**config.mk**
```make
export PLATFORM = sky130hd
export DESIGN_NAME = div_unit_flat
export DESIGN_NICKNAME = d
export VERILOG_FILES = /design/src/rtl/div_unit_if.sv /design/src/rtl/div_unit.sv /design/src/flat_wrapper.sv
export SDC_FILE = /design/constraint.sdc
export NUM_CORES = 1
export LEC_CHECK = 0
export CORE_ASPECT_RATIO = 1.1
export CORE_MARGIN = 4
export CORE_UTILIZATION = 47
export DETAILED_ROUTE_END_ITERATION = 16
export HOLD_SLACK_MARGIN = 0.08
export PLACE_DENSITY = 0.74
export SETUP_SLACK_MARGIN = 0.15
export SYNTH_ARGS = -nofsm -noshare
export SYNTH_HDL_FRONTEND = slang
export SYNTH_SLANG_ARGS = --single-unit
```
**constraint.sdc**
```tcl
create_clock -name clk -period 3.15 [get_ports clk]
set_input_delay 0.4725 -clock clk [delete_from_list [all_inputs] [get_ports clk]]
set_output_delay 0.4725 -clock clk [all_outputs]
set_load 0.05 [all_outputs]
```
**src/rtl/div_unit_if.sv**
```systemverilog
// Request/response bundle between the execute stage and the divide unit.
// The pipeline side drives the request (master); the divider responds (slave).
interface div_unit_if #(
    parameter int XLEN = 32
);
    logic            start;
    logic [1:0]      op;
    logic [XLEN-1:0] rdata1;
    logic [XLEN-1:0] rdata2;
    logic [4:0]      rd_in;
    logic            kill;
    logic            busy;
    logic            rf_en;
    logic [4:0]      rd;
    logic [XLEN-1:0] wdata;

    modport master (
        output start, op, rdata1, rdata2, rd_in, kill,
        input  busy, rf_en, rd, wdata
    );

    modport slave (
        input  start, op, rdata1, rdata2, rd_in, kill,
        output busy, rf_en, rd, wdata
    );
endinterface

```
**src/rtl/div_unit.sv**
```systemverilog
// Iterative RV32M divide/remainder unit (DIV, DIVU, REM, REMU).
// Radix-2 restoring division, one quotient bit per clock. Signed operations
// divide the magnitudes and fix the signs afterwards. Divide-by-zero and the
// signed overflow case skip the iteration and answer in one cycle.
module div_unit #(
    parameter int XLEN = 32
) (
    input  logic       clk,
    input  logic       rst,
    div_unit_if.slave  bus
);
    localparam int CW = $clog2(XLEN);
    localparam logic [XLEN-1:0] ALL_ONES = {XLEN{1'b1}};
    localparam logic [XLEN-1:0] ZERO     = {XLEN{1'b0}};
    localparam logic [XLEN-1:0] MIN_NEG  = {1'b1, {(XLEN-1){1'b0}}};
    localparam logic [CW-1:0]   CNT_ZERO = {CW{1'b0}};
    localparam logic [CW-1:0]   CNT_ONE  = {{(CW-1){1'b0}}, 1'b1};
    localparam logic [CW-1:0]   CNT_LAST = {CW{1'b1}};

    typedef enum logic [1:0] {
        S_IDLE = 2'd0,
        S_DIV  = 2'd1,
        S_FIX  = 2'd2,
        S_DONE = 2'd3
    } state_t;

    state_t          state_q, state_d;
    logic [CW-1:0]   cnt_q, cnt_d;
    logic [XLEN-1:0] rem_q, rem_d;
    logic [XLEN-1:0] quo_q, quo_d;
    logic [XLEN-1:0] dvsr_q, dvsr_d;
    logic            sel_rem_q, sel_rem_d;
    logic            neg_quo_q, neg_quo_d;
    logic            neg_rem_q, neg_rem_d;
    logic [4:0]      rd_lat_q, rd_lat_d;
    logic            busy_q, busy_d;
    logic            rf_en_q, rf_en_d;
    logic [4:0]      rd_q, rd_d;
    logic [XLEN-1:0] wdata_q, wdata_d;

    logic            is_signed_s;
    logic            sign_a_s;
    logic            sign_b_s;
    logic [XLEN-1:0] abs_a_s;
    logic [XLEN-1:0] abs_b_s;
    logic            div0_s;
    logic            ovf_s;
    logic [XLEN:0]   trial_s;
    logic [XLEN-1:0] quo_fix_s;
    logic [XLEN-1:0] rem_fix_s;

    // op[0]=0 selects the signed flavours (DIV, REM)
    assign is_signed_s = ~bus.op[0];
    assign sign_a_s    = is_signed_s & bus.rdata1[XLEN-1];
    assign sign_b_s    = is_signed_s & bus.rdata2[XLEN-1];
    assign abs_a_s     = sign_a_s ? (ZERO - bus.rdata1) : bus.rdata1;
    assign abs_b_s     = sign_b_s ? (ZERO - bus.rdata2) : bus.rdata2;
    assign div0_s      = (bus.rdata2 == ZERO);
    assign ovf_s       = is_signed_s && (bus.rdata1 == MIN_NEG) && (bus.rdata2 == ALL_ONES);

    // Trial subtraction is one bit wider so a shifted-out remainder MSB is not lost
    assign trial_s     = {rem_q, quo_q[XLEN-1]} - {1'b0, dvsr_q};
    assign quo_fix_s   = neg_quo_q ? (ZERO - quo_q) : quo_q;
    assign rem_fix_s   = neg_rem_q ? (ZERO - rem_q) : rem_q;

    assign bus.busy    = busy_q;
    assign bus.rf_en   = rf_en_q;
    assign bus.rd      = rd_q;
    assign bus.wdata   = wdata_q;

    // Next-state, datapath and registered-output logic for the divider FSM
    always_comb begin
        state_d   = state_q;
        cnt_d     = cnt_q;
        rem_d     = rem_q;
        quo_d     = quo_q;
        dvsr_d    = dvsr_q;
        sel_rem_d = sel_rem_q;
        neg_quo_d = neg_quo_q;
        neg_rem_d = neg_rem_q;
        rd_lat_d  = rd_lat_q;
        busy_d    = 1'b0;
        rf_en_d   = 1'b0;
        rd_d      = rd_q;
        wdata_d   = wdata_q;

        case (state_q)
            // DONE accepts a new request just like IDLE, allowing back-to-back ops
            S_IDLE, S_DONE: begin
                if (bus.kill) begin
                    state_d = S_IDLE;
                end else if (bus.start) begin
                    if (div0_s) begin
                        state_d = S_DONE;
                        rf_en_d = 1'b1;
                        rd_d    = bus.rd_in;
                        wdata_d = bus.op[1] ? bus.rdata1 : ALL_ONES;
                    end else if (ovf_s) begin
                        state_d = S_DONE;
                        rf_en_d = 1'b1;
                        rd_d    = bus.rd_in;
                        wdata_d = bus.op[1] ? ZERO : MIN_NEG;
                    end else begin
                        state_d   = S_DIV;
                        busy_d    = 1'b1;
                        cnt_d     = CNT_ZERO;
                        rem_d     = ZERO;
                        quo_d     = abs_a_s;
                        dvsr_d    = abs_b_s;
                        sel_rem_d = bus.op[1];
                        neg_quo_d = sign_a_s ^ sign_b_s;
                        neg_rem_d = sign_a_s;
                        rd_lat_d  = bus.rd_in;
                    end
                end else begin
                    state_d = S_IDLE;
                end
            end
            S_DIV: begin
                if (bus.kill) begin
                    state_d = S_IDLE;
                end else begin
                    busy_d = 1'b1;
                    quo_d  = {quo_q[XLEN-2:0], ~trial_s[XLEN]};
                    if (trial_s[XLEN]) begin
                        rem_d = {rem_q[XLEN-2:0], quo_q[XLEN-1]};
                    end else begin
                        rem_d = trial_s[XLEN-1:0];
                    end
                    cnt_d = cnt_q + CNT_ONE;
                    if (cnt_q == CNT_LAST) begin
                        state_d = S_FIX;
                    end else begin
                        state_d = S_DIV;
                    end
                end
            end
            S_FIX: begin
                if (bus.kill) begin
                    state_d = S_IDLE;
                end else begin
                    state_d = S_DONE;
                    rf_en_d = 1'b1;
                    rd_d    = rd_lat_q;
                    wdata_d = sel_rem_q ? rem_fix_s : quo_fix_s;
                end
            end
            default: begin
                state_d = S_IDLE;
            end
        endcase
    end

    // State and output registers with synchronous reset
    always_ff @(posedge clk) begin
        if (rst) begin
            state_q   <= S_IDLE;
            cnt_q     <= CNT_ZERO;
            rem_q     <= ZERO;
            quo_q     <= ZERO;
            dvsr_q    <= ZERO;
            sel_rem_q <= 1'b0;
            neg_quo_q <= 1'b0;
            neg_rem_q <= 1'b0;
            rd_lat_q  <= 5'd0;
            busy_q    <= 1'b0;
            rf_en_q   <= 1'b0;
            rd_q      <= 5'd0;
            wdata_q   <= ZERO;
        end else begin
            state_q   <= state_d;
            cnt_q     <= cnt_d;
            rem_q     <= rem_d;
            quo_q     <= quo_d;
            dvsr_q    <= dvsr_d;
            sel_rem_q <= sel_rem_d;
            neg_quo_q <= neg_quo_d;
            neg_rem_q <= neg_rem_d;
            rd_lat_q  <= rd_lat_d;
            busy_q    <= busy_d;
            rf_en_q   <= rf_en_d;
            rd_q      <= rd_d;
            wdata_q   <= wdata_d;
        end
    end
endmodule

```
**src/flat_wrapper.sv**
```systemverilog
// flat-port wrapper written by rule: the top's interface ports become plain ports
module div_unit_flat 
#(
    parameter int XLEN = 32
)
  (clk, rst, bus_start, bus_op, bus_rdata1, bus_rdata2, bus_rd_in, bus_kill, bus_busy, bus_rf_en, bus_rd, bus_wdata);
  div_unit_if #(.XLEN(XLEN)) bus_i ();
  input  logic clk;
  input  logic rst;
  input wire logic [$bits(bus_i.start)-1:0] bus_start;
  input wire logic [$bits(bus_i.op)-1:0] bus_op;
  input wire logic [$bits(bus_i.rdata1)-1:0] bus_rdata1;
  input wire logic [$bits(bus_i.rdata2)-1:0] bus_rdata2;
  input wire logic [$bits(bus_i.rd_in)-1:0] bus_rd_in;
  input wire logic [$bits(bus_i.kill)-1:0] bus_kill;
  output wire logic [$bits(bus_i.busy)-1:0] bus_busy;
  output wire logic [$bits(bus_i.rf_en)-1:0] bus_rf_en;
  output wire logic [$bits(bus_i.rd)-1:0] bus_rd;
  output wire logic [$bits(bus_i.wdata)-1:0] bus_wdata;
  assign bus_i.start = bus_start;
  assign bus_i.op = bus_op;
  assign bus_i.rdata1 = bus_rdata1;
  assign bus_i.rdata2 = bus_rdata2;
  assign bus_i.rd_in = bus_rd_in;
  assign bus_i.kill = bus_kill;
  assign bus_busy = bus_i.busy;
  assign bus_rf_en = bus_i.rf_en;
  assign bus_rd = bus_i.rd;
  assign bus_wdata = bus_i.wdata;
  div_unit #(.XLEN(XLEN)) u_core (.clk(clk), .rst(rst), .bus(bus_i));
endmodule
```
# Yosys cells after proc, flatten, opt, wreduce, memory -nomap -nowiden
# Index checks and enable logic that the tools add are counted.
[classes]
addsub = 6
multipliers = 0
div_mod_pow = 0
order_cmp = 0
eq_ne = 13
shift = 0
n_mux = 57
n_bitwise = 8
reduce_logical = 10
[ops]
columns = ["op", "n"]
rows = [
  ["$mux 32", 23],
  ["$pmux 32 s2", 3],
  ["$sub 1x32->32 const A", 4],
  ["$eq 32x32->1 const B", 2],
  ["$mux 5", 10],
  ["$sub 33x32->33", 1],
  ["$logic_not 32->1", 1],
  ["$pmux 5 s2", 2],
  ["$mux 2", 7],
  ["$ne 2x2->1 const B", 6],
  ["$reduce_and 5->1", 2],
  ["$mux 1", 9],
  ["$pmux 2 s3", 1],
  ["$reduce_and 6->1", 1],
  ["$add 5x1->5 const B", 1],
  ["$eq 5x5->1 const B", 1],
  ["$not 1->1", 5],
  ["$eq 2x2->1 const B", 2],
  ["$pmux 1 s2", 2],
  ["$reduce_bool 2->1", 2],
  ["$ne 3x1->1 const B", 1],
  ["$and 1x1->1", 2],
  ["$eq 2x1->1 const B", 1],
  ["$logic_and 1x1->1", 2],
  ["other kinds (3)", 3],
]
[totals]
ff_bits = 150
latch_bits = 0
ramBits = 0
mem_bits_ro = 0
in_bits = 75
out_inout_bits = 39
elab_cells = 107
mem_count = 0

# Depth between registers and ports, before layout
[depth]
depth_word = 8
depth_mapped = 14

# Worst setup path after synthesis
# OpenSTA, ideal clock, no wires.
[synth_timing]
kind = "register -> register"
startpoint = "reg u_core.quo_q[31]"
endpoint = "reg u_core.rem_q[28]"
t_arrival_ps = 2862
required_ps = 3028
slack_ps = 166
stages_incl_launch_ff = 14
synth_period_minus_slack_ps = 2984
path_cell_list = "dfxtp_1 -> inv_1 -> ha_1 -> fa_1 -> nor2b_1 -> o2111ai_1 -> a21oi_1 -> a21oi_2 -> nor3_2 -> a311oi_4 -> xnor2_1 -> buf_2 -> nor3_1 -> a221o_1"
[synth_between]
elab_chain_cells = 4
[synth_lines]
columns = ["element", "line", "source"]
rows = [
  ["start, declared", "div_unit.sv:30", "logic [XLEN-1:0] quo_q, quo_d;"],
  ["start signal, assigned", "div_unit.sv:174", "quo_q <= quo_d;"],
  ["$sub 33x32->33", "div_unit.sv:62", "assign trial_s = {rem_q, quo_q[XLEN-1]} - {1'b0, dvsr_q};"],
  ["$mux 32", "div_unit.sv:125", "if (trial_s[XLEN]) begin"],
  ["$mux 32", "div_unit.sv:120", "if (bus.kill) begin"],
  ["$pmux 32 s2", "div_unit.sv:87", "case (state_q)"],
  ["end signal, assigned", "div_unit.sv:173", "rem_q <= rem_d;"],
  ["end, declared", "div_unit.sv:29", "logic [XLEN-1:0] rem_q, rem_d;"],
]
# No other way between the ends. The select of a mux whose other input is x is not followed.
# A chain may end at the register's enable or synchronous reset.

# Final worst setup path
[layout_timing]
startpoint = "reg u_core.quo_q[31]"
endpoint = "reg u_core.rem_q[24]"
# The elaborated chain is that of the path after synthesis.

==> impl_table.tex <==
\begin{tabular}{lr}
\hline
Metric & Value \\
\hline
\multicolumn{2}{l}{\textbf{Routing}} \\
Routed wl met3 & 2398 um \\
Length of routed wiring on met1 & 15670 um \\
Vias per cell & 5.924 \\
Vias after detailed routing & 12540 \\
Routed WL & 38970 um \\
DRC violations left & 0 \\
Highest metal layer with signal wires & met4 \\
Routed length on met2 & 18820 um \\
Iteration count of the initial detailed-routing pass & 5 \\
Detail-routed net length per standard cell & 18.42 um \\
Iteration-0 DRC Markers & 966 \\
Number of antenna-violating nets in the routed design & 0 \\
\multicolumn{2}{l}{\textbf{Worst hold path}} \\
Class of the worst hold path & register to register \\
HP Start & u\_core.bus.wdata[23]\$\_SDFFE\_PP0P\_ \\
\multicolumn{2}{l}{\textbf{Critical path}} \\
Most repeated library cell on the critical path & sky130\_fd\_sc\_hd\_\_buf\_4 \\
Gate family responsible for the most delay along the worst path & compound AO/OA/AOI/OAI gates \\
Origin of the critical flop-to-flop path & u\_core.quo\_q[31]\$\_SDFFE\_PP0P\_ \\
CP max stage delay & 0.36 ns \\
Maximum fanout along the worst path & 3 \\
Cell with the biggest individual delay on the critical path & sky130\_fd\_sc\_hd\_\_dfxtp\_2 \\
Classification of the worst setup path & register to register \\
Type of element launching the critical path & register \\
Worst endpoint data arrival time & 3.31 ns \\
CP bufs+invs & 4 \\
WP data required & 3.45 ns \\
Cells along the critical path & inv\_4 -> ha\_4 -> fa\_2 -> nor2b\_4 -> o2111ai\_4 -> a21oi\_2 -> buf\_4 -> a21oi\_4 -> buf\_4 -> buf\_4 -> o21bai\_1 -> a21oi\_1 -> xnor2\_1 -> nor3\_1 -> a221o\_1 \\
Worst setup path startpoint & u\_core.quo\_q[31]\$\_SDFFE\_PP0P\_ \\
Kind of end point of the critical path & register \\
\multicolumn{2}{l}{\textbf{Clock network}} \\
Insertion delay of the later-clocked pin in the worst-skew pair & 0.43 ns \\
CTS root buffer & sky130\_fd\_sc\_hd\_\_clkbuf\_16 \\
H-Tree Level Count & 4 \\
Cts-stage hold buffer count & 0 \\
Maximum root-to-sink buffer count & 2 \\
Clock tree from TritonCTS & built \\
Clock sink count & 150 \\
CTS Buf Count & 17 \\
Clock-pin transition on the worst setup and hold timing paths & 0.06 ns \\
\multicolumn{2}{l}{\textbf{Power}} \\
Part of the power in the clock network & 38.6\% \\
Internal power component & 0.004054 W \\
Maximum VDD drop & 0.3192 mV \\
Static leakage & 6.092 nW \\
Register share of total power & 35.6\% \\
Switching share of total power & 30.30\% \\
Fraction of power consumed by combinational cells & 25.8\% \\
Overall power & 0.005817 W \\
Sw Pwr & 0.001762 W \\
Pwr per Cell Area & 378.3 nW/um2 \\
\multicolumn{2}{l}{\textbf{Die}} \\
Die outline area & 26990 um2 \\
Vertical extent of the die & 171.9 um \\
Number of I/O pins & 114 \\
Number of standard-cell rows in the floorplan & 59 \\
Core Box Area & 23840 um2 \\
Die span in x & 157.0 um \\
Initial core utilization & 48.14\% \\
\multicolumn{2}{l}{\textbf{Layout}} \\
Antenna cell count & 0 \\
Share of post-route cells with drive strength above 1 & 18.94\% \\
Final-layout fill cell count & 1962 \\
P\&R area growth vs syn & 33.97\% \\
Final Instance Area & 15380 um2 \\
Final layout net count & 1917 \\
\multicolumn{2}{l}{\textbf{Place}} \\
Placed inst area & 14230 um2 \\
Detailed-placement wirelength estimate & 28860 um \\
Number of port buffers & 113 \\
Final RePlAce weighted congestion & 0.9114 \\
\multicolumn{2}{l}{\textbf{Yosys}} \\
Synthesized net count & 1686 \\
Post-synthesis register bit count & 150 \\
Yosys warning count & 0 \\
Avg Cell Area, Syn & 7.316 um2 \\
Post-synth design cell area & 11480 um2 \\
Most instantiated flip-flop cell in the synthesis netlist & sky130\_fd\_sc\_hd\_\_dfxtp\_1 \\
Post-synthesis cell count & 1569 \\
Synth async-reset ratio & 0\% \\
Post-synth EDFFs & 0 \\
Portion of the post-synthesis area used by sequential elements & 26.16\% \\
Number of distinct library cell variants in the gate-level netlist after synthesis & 85 \\
Proportion of netlist area held by the largest area contributor & 26.16\% \\
Cell type with the highest aggregate area in the netlist & sky130\_fd\_sc\_hd\_\_dfxtp\_1 \\
Cell types occupying the most area after synthesis & sky130\_fd\_sc\_hd\_\_dfxtp\_1 26\%, sky130\_fd\_sc\_hd\_\_xnor2\_1 6.6\%, sky130\_fd\_sc\_hd\_\_nand2\_1 6.2\% \\
\multicolumn{2}{l}{\textbf{Job}} \\
Reported max-cap violation count & 0 \\
\multicolumn{2}{l}{\textbf{Run status}} \\
Status & completed \\
\multicolumn{2}{l}{\textbf{Timing}} \\
Clock Skew & 0.01108 ns \\
Worst-Margin Slew & 0.7588 ns \\
Final setup violation count & 0 \\
Minimum clock period after layout & 3.008 ns \\
Setup TNS & 0 ns \\
Slew Limit Headroom & 49.41\% \\
Final hold violation count & 0 \\
Highest clock frequency the design can meet & 332.5 MHz \\
Post-route clock period utilization & 95.48\% \\
Hold slack & 0.4564 ns \\
Final slew viol count & 0 \\
RSZ-0062 raised after global routing & true \\
\multicolumn{2}{l}{\textbf{Global route}} \\
First-pass GRT wire length & 61770 um \\
GRT Overall Usage & 28.24\% \\
Antenna violations before repair & 0 \\
Number of global-route vias before repair & 12150 \\
Largest net degree at the start of global routing & 78 \\
Gr ovfl total & 0 \\
\hline
\end{tabular}
[cells by family (layout without fill, tap and decap cells)]
family / after synthesis / after routing / synth area share [%]
muxes: 18 / 18 / 1.570
AOI/OAI and AO/OA: 421 / 421 / 24.25
buffers and inverters: 155 / 397 / 5.592
adders and majority gates: 42 / 42 / 4.644
DFF: 150 / 150 / 26.16
xor gates and xnor gates: 147 / 147 / 11.28
and+or+nand+nor: 636 / 636 / 26.50
[worst min-delay path, delay by kind of cell, from the launching register on]
kind / cells / cell delay [ns]
flops: 1 / 0.32
simple gates: 2 / 0.09
[sequential cells by signal, indices dropped and copies added (netlist names)]
register and flops:
u_core.bus.wdata 32, u_core.dvsr_q 32, u_core.quo_q 32, u_core.rem_q 32, u_core.bus.rd 5, u_core.cnt_q 5, u_core.rd_lat_q 5, u_core.state_q 2
u_core.bus.busy 1, u_core.bus.rf_en 1, u_core.neg_quo_q 1, u_core.neg_rem_q 1, u_core.sel_rem_q 1
[cells in the mapped netlist, drive strengths merged (13+ instances only)]
cell and count:
xor2 60, o211ai 26, nor3 46, nand4 14, nor2b 31, a211oi 46, ha 41, a21oi 121
a31oi 15, a21o 17, nand2b 22, mux2i 18, nand2 191, dfxtp 150, o21ai 109, buf 30
o311ai 13, nand3 78, xnor2 87, nor2 174, nor4 19, or3 16, o31ai 14, clkbuf 71
inv 54
[metrics by stage]
| step | setup slack [ns] | std cells | utilization (%) |
|---|---|---|---|
| 2_1_floorplan | 0.1662 | 1569 | - |
| 3_3_place_gp | -0.2560 | 2077 | 59.69 |
| 3_5_place_dp | -0.3686 | 2077 | 59.69 |
| 4_1_cts | -0.002883 | 2115 | 63.44 |
| 5_1_grt | 0.05293 | 2116 | 64.49 |
| 6_report | 0.1422 | 2116 | 64.49 |
[placed cells by master (no fill, tap or decap), drive strengths merged, types with 18 or more instances in the layout]
cell type,instances
nor3,46
o21ai,109
nand2,191
nor4,19
nor2,174
xnor2,87
o211ai,26
clkbuf,19
dfxtp,150
nor2b,31
buf,200
xor2,60
clkdlybuf4s50,112
nand2b,22
mux2i,18
inv,57
a21oi,121
a211oi,46
nand3,78
ha,41
[path summary, 6_finish.rpt]
kind                                       end  slack [ns]  depth (start not counted)
min          u_core.bus.wdata[23]$_SDFFE_PP0P_        0.46                          2
min reg2reg  u_core.bus.wdata[23]$_SDFFE_PP0P_        0.46                          2
max reg2reg      u_core.rem_q[24]$_SDFFE_PP0P_        0.14                         15
max              u_core.rem_q[24]$_SDFFE_PP0P_        0.14                         15
[timing repair]
item                       CTS  global route
gates resized for setup     46            45
pin swaps                   12            25
setup buffers                7             1
hold endpoints to repair     0             0
cloned                       1             0
setup endpoints to repair   40            61
[layer usage]
layer	track usage, %	vias to the layer above
met2	47.87	510
met5	0	-
met1	34.79	5878
met3	3.354	111
li1	-	6036
met4	15.85	0
[power by group through the flow]
stage               Sequential [W]  Clock (W)  Combinational (W)
global placement           0.00210          0            0.00138
detailed placement         0.00211          0            0.00140
floorplan                  0.00214          0           0.000795
finish                     0.00207    0.00225            0.00150
CTS                        0.00207    0.00225            0.00144
global route               0.00208    0.00234            0.00163
[area by class of cell]
cell class                      count  area (um2)  area share (%)
Tap cell                          305       381.6           2.482
Clock buffer                       18       429.2           2.791
Multi-Input combinational cell   1264        8282           53.86
Timing Repair Buffer              313        2873           18.68
Sequential cell                   150        3007           19.55
Inverter                           54       205.2           1.334
Clock inverter                     12       200.2           1.302
Note: power is estimated with default switching activity, not from simulation.
